$ cat src/rtl/mem_resp_demux.sv
// mem_resp_demux: return path of the shared single-port memory.
// Keeps an in-order FIFO of destination tags (0 = port a / fetch,
// 1 = port b / data), one per outstanding request, and steers each memory
// response to the port that issued the matching request. Responses come out
// on registered per-port valid/data pairs one cycle after rsp_valid.
module mem_resp_demux #(
  parameter int n     = 32,
  parameter int DEPTH = 4
) (
  input  logic                     clk,
  input  logic                     rst_n,
  input  logic                     req_fire,
  input  logic                     req_sel,
  input  logic                     rsp_valid,
  input  logic [n-1:0]             rsp_data,
  output logic                     ya_valid,
  output logic [n-1:0]             ya_data,
  output logic                     yb_valid,
  output logic [n-1:0]             yb_data,
  output logic                     full,
  output logic                     empty,
  output logic [$clog2(DEPTH):0]   count,
  output logic                     err
);

  localparam int PW = $clog2(DEPTH);
  localparam int CW = PW + 1;

  logic [DEPTH-1:0] tags_q, tags_d;
  logic [PW-1:0]    wrPtr_q, wrPtr_d;
  logic [PW-1:0]    rdPtr_q, rdPtr_d;
  logic [CW-1:0]    count_q, count_d;
  logic             yaValid_q, yaValid_d;
  logic [n-1:0]     yaData_q, yaData_d;
  logic             ybValid_q, ybValid_d;
  logic [n-1:0]     ybData_q, ybData_d;
  logic             err_q, err_d;

  logic isFull, isEmpty;
  logic pop, push, overflow, underflow;
  logic headTag;

  // Occupancy flags come from the registered count, never from pointer compare.
  always_comb begin
    isFull    = (count_q == CW'(DEPTH));
    isEmpty   = (count_q == '0);
    headTag   = tags_q[rdPtr_q];
    pop       = rsp_valid && !isEmpty;
    push      = req_fire && (!isFull || pop);
    overflow  = req_fire && isFull && !pop;
    underflow = rsp_valid && isEmpty;
  end

  // Next state: pop uses the pre-edge head, push writes at the write pointer.
  always_comb begin
    tags_d    = tags_q;
    wrPtr_d   = wrPtr_q;
    rdPtr_d   = rdPtr_q;
    count_d   = count_q;
    yaValid_d = 1'b0;
    ybValid_d = 1'b0;
    yaData_d  = yaData_q;
    ybData_d  = ybData_q;
    err_d     = err_q || overflow || underflow;

    if (push) begin
      tags_d[wrPtr_q] = req_sel;
      wrPtr_d         = wrPtr_q + PW'(1);
    end

    if (pop) begin
      rdPtr_d = rdPtr_q + PW'(1);
      if (headTag == 1'b0) begin
        yaValid_d = 1'b1;
        yaData_d  = rsp_data;
      end else begin
        ybValid_d = 1'b1;
        ybData_d  = rsp_data;
      end
    end

    case ({push, pop})
      2'b10:   count_d = count_q + CW'(1);
      2'b01:   count_d = count_q - CW'(1);
      default: count_d = count_q;
    endcase
  end

  // State registers; reset discards every outstanding tag immediately.
  always_ff @(posedge clk or negedge rst_n) begin
    if (!rst_n) begin
      tags_q    <= '0;
      wrPtr_q   <= '0;
      rdPtr_q   <= '0;
      count_q   <= '0;
      yaValid_q <= 1'b0;
      yaData_q  <= '0;
      ybValid_q <= 1'b0;
      ybData_q  <= '0;
      err_q     <= 1'b0;
    end else begin
      tags_q    <= tags_d;
      wrPtr_q   <= wrPtr_d;
      rdPtr_q   <= rdPtr_d;
      count_q   <= count_d;
      yaValid_q <= yaValid_d;
      yaData_q  <= yaData_d;
      ybValid_q <= ybValid_d;
      ybData_q  <= ybData_d;
      err_q     <= err_d;
    end
  end

  // Output mapping.
  always_comb begin
    ya_valid = yaValid_q;
    ya_data  = yaData_q;
    yb_valid = ybValid_q;
    yb_data  = ybData_q;
    full     = isFull;
    empty    = isEmpty;
    count    = count_q;
    err      = err_q;
  end

endmodule

$ cat config.mk
export PLATFORM = sky130hd
export DESIGN_NAME = mem_resp_demux
export DESIGN_NICKNAME = d
export VERILOG_FILES = /design/src/rtl/mem_resp_demux.sv
export SDC_FILE = /design/constraint.sdc
export NUM_CORES = 1
export LEC_CHECK = 0
export ABC_AREA = 1
export BUFFER_PORTS_ARGS = -buffer_cell sky130_fd_sc_hd__buf_2
export CORE_ASPECT_RATIO = 0.5
export CORE_MARGIN = 5
export CORE_UTILIZATION = 45
export DETAILED_ROUTE_END_ITERATION = 6
export PLACE_DENSITY = 0.75
export SYNTH_ARGS = -nofsm -noshare
export SYNTH_HDL_FRONTEND = slang
export SYNTH_SLANG_ARGS = --single-unit
$ cat constraint.sdc
create_clock -name clk -period 1.85 [get_ports clk]
set_input_delay 0.0925 -clock clk [delete_from_list [all_inputs] [get_ports clk]]
set_output_delay 0.0925 -clock clk [all_outputs]
set_load 0.01 [all_outputs]
==> metrics, run 1 <==
status finished, final reports clean; Sw Pwr 3.27 mW; Sw Ratio 0.391; grt peak-use layer met2; fill cell count 595; final setup fails 0; startpoint types flop; Remaining DRCs 0; Placer Congestion 0.760; HP Start rsp_data[0]; number of flops mapped to enable cells by yosys 0; grt met3 use 0.0586; drt total wl 8190 microns; gr usage total 0.191; drt initial violations 212; die width 130 microns; Routed Antenna Nets 0; Die Footprint 9090 sq um; fin crit share 0.961; Clock Power Share 0.227; ratio of cells with drive above 1 in the final layout 0.308; pin count of the biggest net entering global routing 46; synth unique cells 18; fmax 0.563 GHz; grt ovf 0; hold path cells 3; Synth async-reset ratio 1.00; clk_lat worst skew 0.34 ns; clock skew 0.00456 ns; Yosys top cell area share 0.603; Worst-Margin Slew 0.577 ns; Max Cap Viol 0; Final Hold Fails 0; CP Class flop to flop; relative slew slack 0.615; initial core utilization 0.474; first-pass GRT wire length 13,700 microns; Worst Setup SP count[1]; GR Util met2 0.316; Core ar. 6830 sq um; sequential share of the synthesized area 0.603; R2R depth 9; Yosys reg bits 78; CTS buffer count 9; Period minus WS final 1.78 ns; CTS Root Cell clkbuf_16; Power, Total 8.35 mW; Clock Sink Count 78; Die H 70.0 microns; Reg clk slew, reported paths 0.06 ns; Synth Instances 361; CTS tree yes; CTS max path bufs 2; Hold Path Class input port to flop; Final Max Tran Viols 0; P_int 5.08 mW; Final Util 0.660; ys flop type dfrtp_1; Area contributors post-synth dfrtp_1 (60%), nand2_1 (18%), nand3_1 (11%); Syn Area/Cell 8.97 sq um; Synth Warn # 0; PwrDens 1850 nW/um^2; vias in the first global route 2,846; H-tree depth 3; row count 21; initial antenna violation count 0; CP required 2.11 ns; Seq pwr share 0.350; reg2reg setup slack 0.07 ns; largest area contributor in the netlist dfrtp_1; reg2reg start count[1]; Pleak 2.54 nW; critical path capture point type flop; Hold Path End ya_data[0]; Total Nets Final 541; Syn Nets 404; n_diodes 0; synthesized area 3240 sq um; DR WL/cell 13.8 microns; share of total power in combinational logic 0.424; most frequent cell after synthesis nand2_1; Worst R2R End count[2]; Critical Path AT 2.04 ns; Peak supply drop 0.000880 V; Vias 2,873; global-route met1 utilization 0.243; worst-path maximum fanout 3; boundary pin count 109; Synth top cells by count nand2_1 (152), dfrtp_1 (78), nand3_1 (73); Final HPWL DP 5580 microns; Detailed Routing Iterations Pass 1 4; drt via density 4.83; PortBufs 108; Synth-to-Final Area Change 39.2%
layout make-up:
type,instances,area [sq um],area share
Clock buffer,11,243,0.0539
Sequential cell,78,1950,0.434
Timing Repair Buffer,145,897,0.199
Tap cell,92,115,0.0255
Multi-Input combinational cell,250,1160,0.258
Inverter,14,52.6,0.0117
Clock inverter,5,82.6,0.0183
state kept, by name, summed over array words and instances (netlist names):
name	count
ya_data	32
yb_data	32
tags_q	4
count	3
rdPtr_q	2
wrPtr_q	2
err	1
ya_valid	1
yb_valid	1
critical path, stage by stage (launching register included):
cell and delay, ns:
dfrtp_2 0.39, nor2_4 0.05, buf_4 0.14, a21oi_4 0.13, ha_2 0.18, inv_2 0.05
fa_2 0.36, or2_4 0.23, nand2_2 0.06, xor2_1 0.12
repair_timing:
action | in CTS | in global routing
hold buffers | 19 | 0
buffers inserted | 1 | 3
setup endpoints to repair | 1 | 13
endpoints found under the hold margin | 68 | 0
pin swaps | 1 | 5
resized for setup | 0 | 3
stage by stage:
step | cells | setup WS, ns | instance area (sq um) | hold WS (ns) | TNS [ns]
4_1_cts | 592 | 0.0439 | 4470 | 0.0000611 | 0
5_1_grt | 595 | -0.00569 | 4510 | 0.0146 | -0.00569
3_3_place_gp | 556 | 0.0399 | 3950 | 0.127 | 0
3_5_place_dp | 556 | -0.00692 | 3950 | 0.128 | -0.00692
2_1_floorplan | 361 | -0.0411 | 3280 | -0.203 | -0.0411
6_report | 595 | 0.0727 | 4510 | 0.00978 | 0
how the worst max path moves through the flow:
stage / endpoint / slack (ns)
after floorplan: count[2] / -0.04
after global placement: count[2] / 0.04
after detailed placement: count[2] / -0.007
after CTS: count[2] / 0.04
after global routing: count[2] / -0.006
final: count[2] / 0.07
layer usage:
layer,routed length (microns),part of all wire
met1,3610,0.44
met2,4100,0.50
met3,388,0.047
met4,95,0.012
met5,0,0
cell families (layout without fill, tap and decap cells):
logic type | after synthesis | count (layout) | synth area share
XOR/XNOR | 3 | 3 | 0.00812
AO/OA/AOI/OAI | 9 | 9 | 0.0151
AND/OR/NAND/NOR | 232 | 232 | 0.299
flip-flops | 78 | 78 | 0.603
adder cells (fa/ha/maj) | 6 | 6 | 0.0255
buffers and inverters | 33 | 175 | 0.0491
power groups by stage:
| stage | logic, mW | registers [mW] | clock network, mW |
|---|---|---|---|
| 4_1_cts | 3.55 | 2.92 | 1.93 |
| 6_report | 3.54 | 2.92 | 1.89 |
| 5_1_grt | 3.97 | 3.01 | 2.01 |
| 3_3_place_gp | 3.40 | 2.92 | 0 |
| 3_5_place_dp | 3.49 | 2.94 | 0 |
| 2_1_floorplan | 1.78 | 3.24 | 0 |
placed cells by master, fill, tap and decap left out, types with 2 or more instances in the layout:
cell	netlist	layout
buf_12	0	2
buf_2	13	107
buf_4	5	16
bufinv_16	0	2
clkbuf_16	0	9
clkinvlp_4	0	3
dfrtp_1	78	76
dfrtp_2	0	2
dlygate4sd3_1	0	19
ha_1	5	4
inv_1	12	11
inv_2	2	3
nand2_1	152	150
nand2_2	0	2
nand3_1	73	72
nor2_1	5	4
o21ai_0	6	6
xor2_1	2	2
(Power assumes the default switching activity.)
==> inputs of run 2 (changes only) <==
- CELL_PAD_IN_SITES_DETAIL_PLACEMENT: default -> 1
- CELL_PAD_IN_SITES_GLOBAL_PLACEMENT: default -> 2
- CORE_UTILIZATION: 45 -> 26
- PLACE_DENSITY: 0.75 -> default
- PLACE_DENSITY_LB_ADDON: default -> 0.1
- SKIP_CTS_REPAIR_TIMING: default -> 1
==> run 2 against run 1 <==
- the flow now finishes with violations (negative setup slack)
- register-to-register slack worse by 0.097 ns
- total power is 1.8% higher
- clock-buffer cell count stayed put
- largest cell class unchanged
- combinational power rose by 2%
- hold slack lost 0.0017 ns
- critical endpoint unchanged
- cell count is 8.7% higher
- largest power group unchanged
- non-clock buffer count fell by 20
- sequential power about the same
- utilization fell by 29 points
- maximum frequency fell by 5.2%
- worst setup slack lost 0.097 ns
- sequential cell count is the same
==> metrics, run 2 (synthesis gave the netlist of run 1 again) <==
Place WS -0.0888 ns; Final HPWL DP 7350 microns; PortBufs 108; DR WL/cell 15.7 microns; H-tree depth 3; initial core utilization 0.270; drt total wl 10,100 microns; Hold Path Class input port to flop; Reg clk slew, reported paths 0.06 ns; Critical Path AT 2.12 ns; Clock Sink Count 78; worst setup margin -0.0241 ns; Synth-to-Final Area Change 36.6%; Worst Setup SP count[1]; fmax 0.534 GHz; boundary pin count 109; fin crit share 1.01; most frequent cells in the layout nand2_1 (150), buf_2 (107), dfrtp_1 (76); Remaining DRCs 0; clk_lat worst skew 0.33 ns; Total Nets Final 521; startpoint types flop; Worst R2R End count[2]; die width 168 microns; HP Start rsp_data[6]; Max Cap Viol 0; CP required 2.09 ns; grt ovf 0; CTS Root Cell clkbuf_16; R2R depth 9; CTS tree yes; Peak supply drop 0.000666 V; gr usage total 0.141; post-route setup TNS -0.0241 ns; relative slew slack 0.747; Routed Antenna Nets 0; Core ar. 12,000 sq um; initial antenna violation count 0; final setup fails 1; drt via density 4.42; Die Footprint 14,900 sq um; Vias 2,862; CTS buffer count 9; Period minus WS final 1.87 ns; Power, Total 8.50 mW; Hold Path End ya_data[6]; Pleak 2.48 nW; reg2reg setup slack -0.02 ns; post-route cell area 4420 sq um; Detailed Routing Iterations Pass 1 4; critical path capture point type flop; non-filler cells in the finished layout 647; status finished, violations left; row count 28; worst-path maximum fanout 3; RSZ-0062 raised after global routing yes; ratio of cells with drive above 1 in the final layout 0.315; drt initial violations 166; PwrDens 1920 nW/um^2; Inst Count DP 628; violated checks negative setup slack; Final Max Tran Viols 0; reg2reg start count[1]; first-pass GRT wire length 16,500 microns; hold path cells 3; CP Class flop to flop; pin count of the biggest net entering global routing 40; vias in the first global route 3,133; Worst-Margin Slew 0.380 ns; Die H 88.9 microns; Placer Congestion 0.773; commonest non-fill, non-tap cell in the layout nand2_1; Final Hold Fails 0; clock skew 0.00561 ns; CTS max path bufs 2; Placed Area 4050 sq um; n_diodes 0
==> run 2: how the worst max path moves through the flow <==
stage | end | slack, ns | cells after the start
4_1_cts | count[2] | -0.10 | 9
3_5_place_dp | count[2] | -0.09 | 9
3_3_place_gp | count[2] | 0.04 | 9
2_1_floorplan | count[2] | -0.04 | 9
6_report | count[2] | -0.02 | 9
5_1_grt | count[2] | -0.11 | 9
==> run 2: layout make-up <==
class                   count  area, sq um
repair buffers            125          718
clock inverters             4         70.1
clock buffers              11          253
well taps                 165          206
multi-input cells         250         1170
flip-flops and latches     78         1950
fillers                  1439         7560
inverters                  14         52.6
==> run 2: where the power goes <==
part	leakage [nW]	total [mW]	internal, mW	switching, mW
clock network	0.161	1.93	1.24	0.684
registers	0.972	2.95	2.49	0.463
logic	1.35	3.62	1.35	2.27
==> run 2: layer usage <==
metal	global-route usage	routed length, microns	up-vias
met3	0.0420	451	8
li1	-	-	1381
met4	0.0353	63	0
met1	0.178	4680	1413
met5	0	0	-
met2	0.243	4950	60
==> run 2: worst max-delay path: stages (launching register included) <==
cell and delay [ns]:
dfrtp_2 0.40, nor2_4 0.06, buf_4 0.14, a21oi_4 0.17
ha_4 0.16, inv_2 0.05, fa_2 0.36, or2_4 0.23
nand2_2 0.06, xor2_1 0.17
==> run 2: stage by stage <==
stage           util  hold WS [ns]
2_1_floorplan      -        -0.203
3_3_place_gp   0.338        0.0178
3_5_place_dp   0.338        0.0225
4_1_cts        0.365        -0.335
5_1_grt        0.369       0.00881
6_report       0.369       0.00807
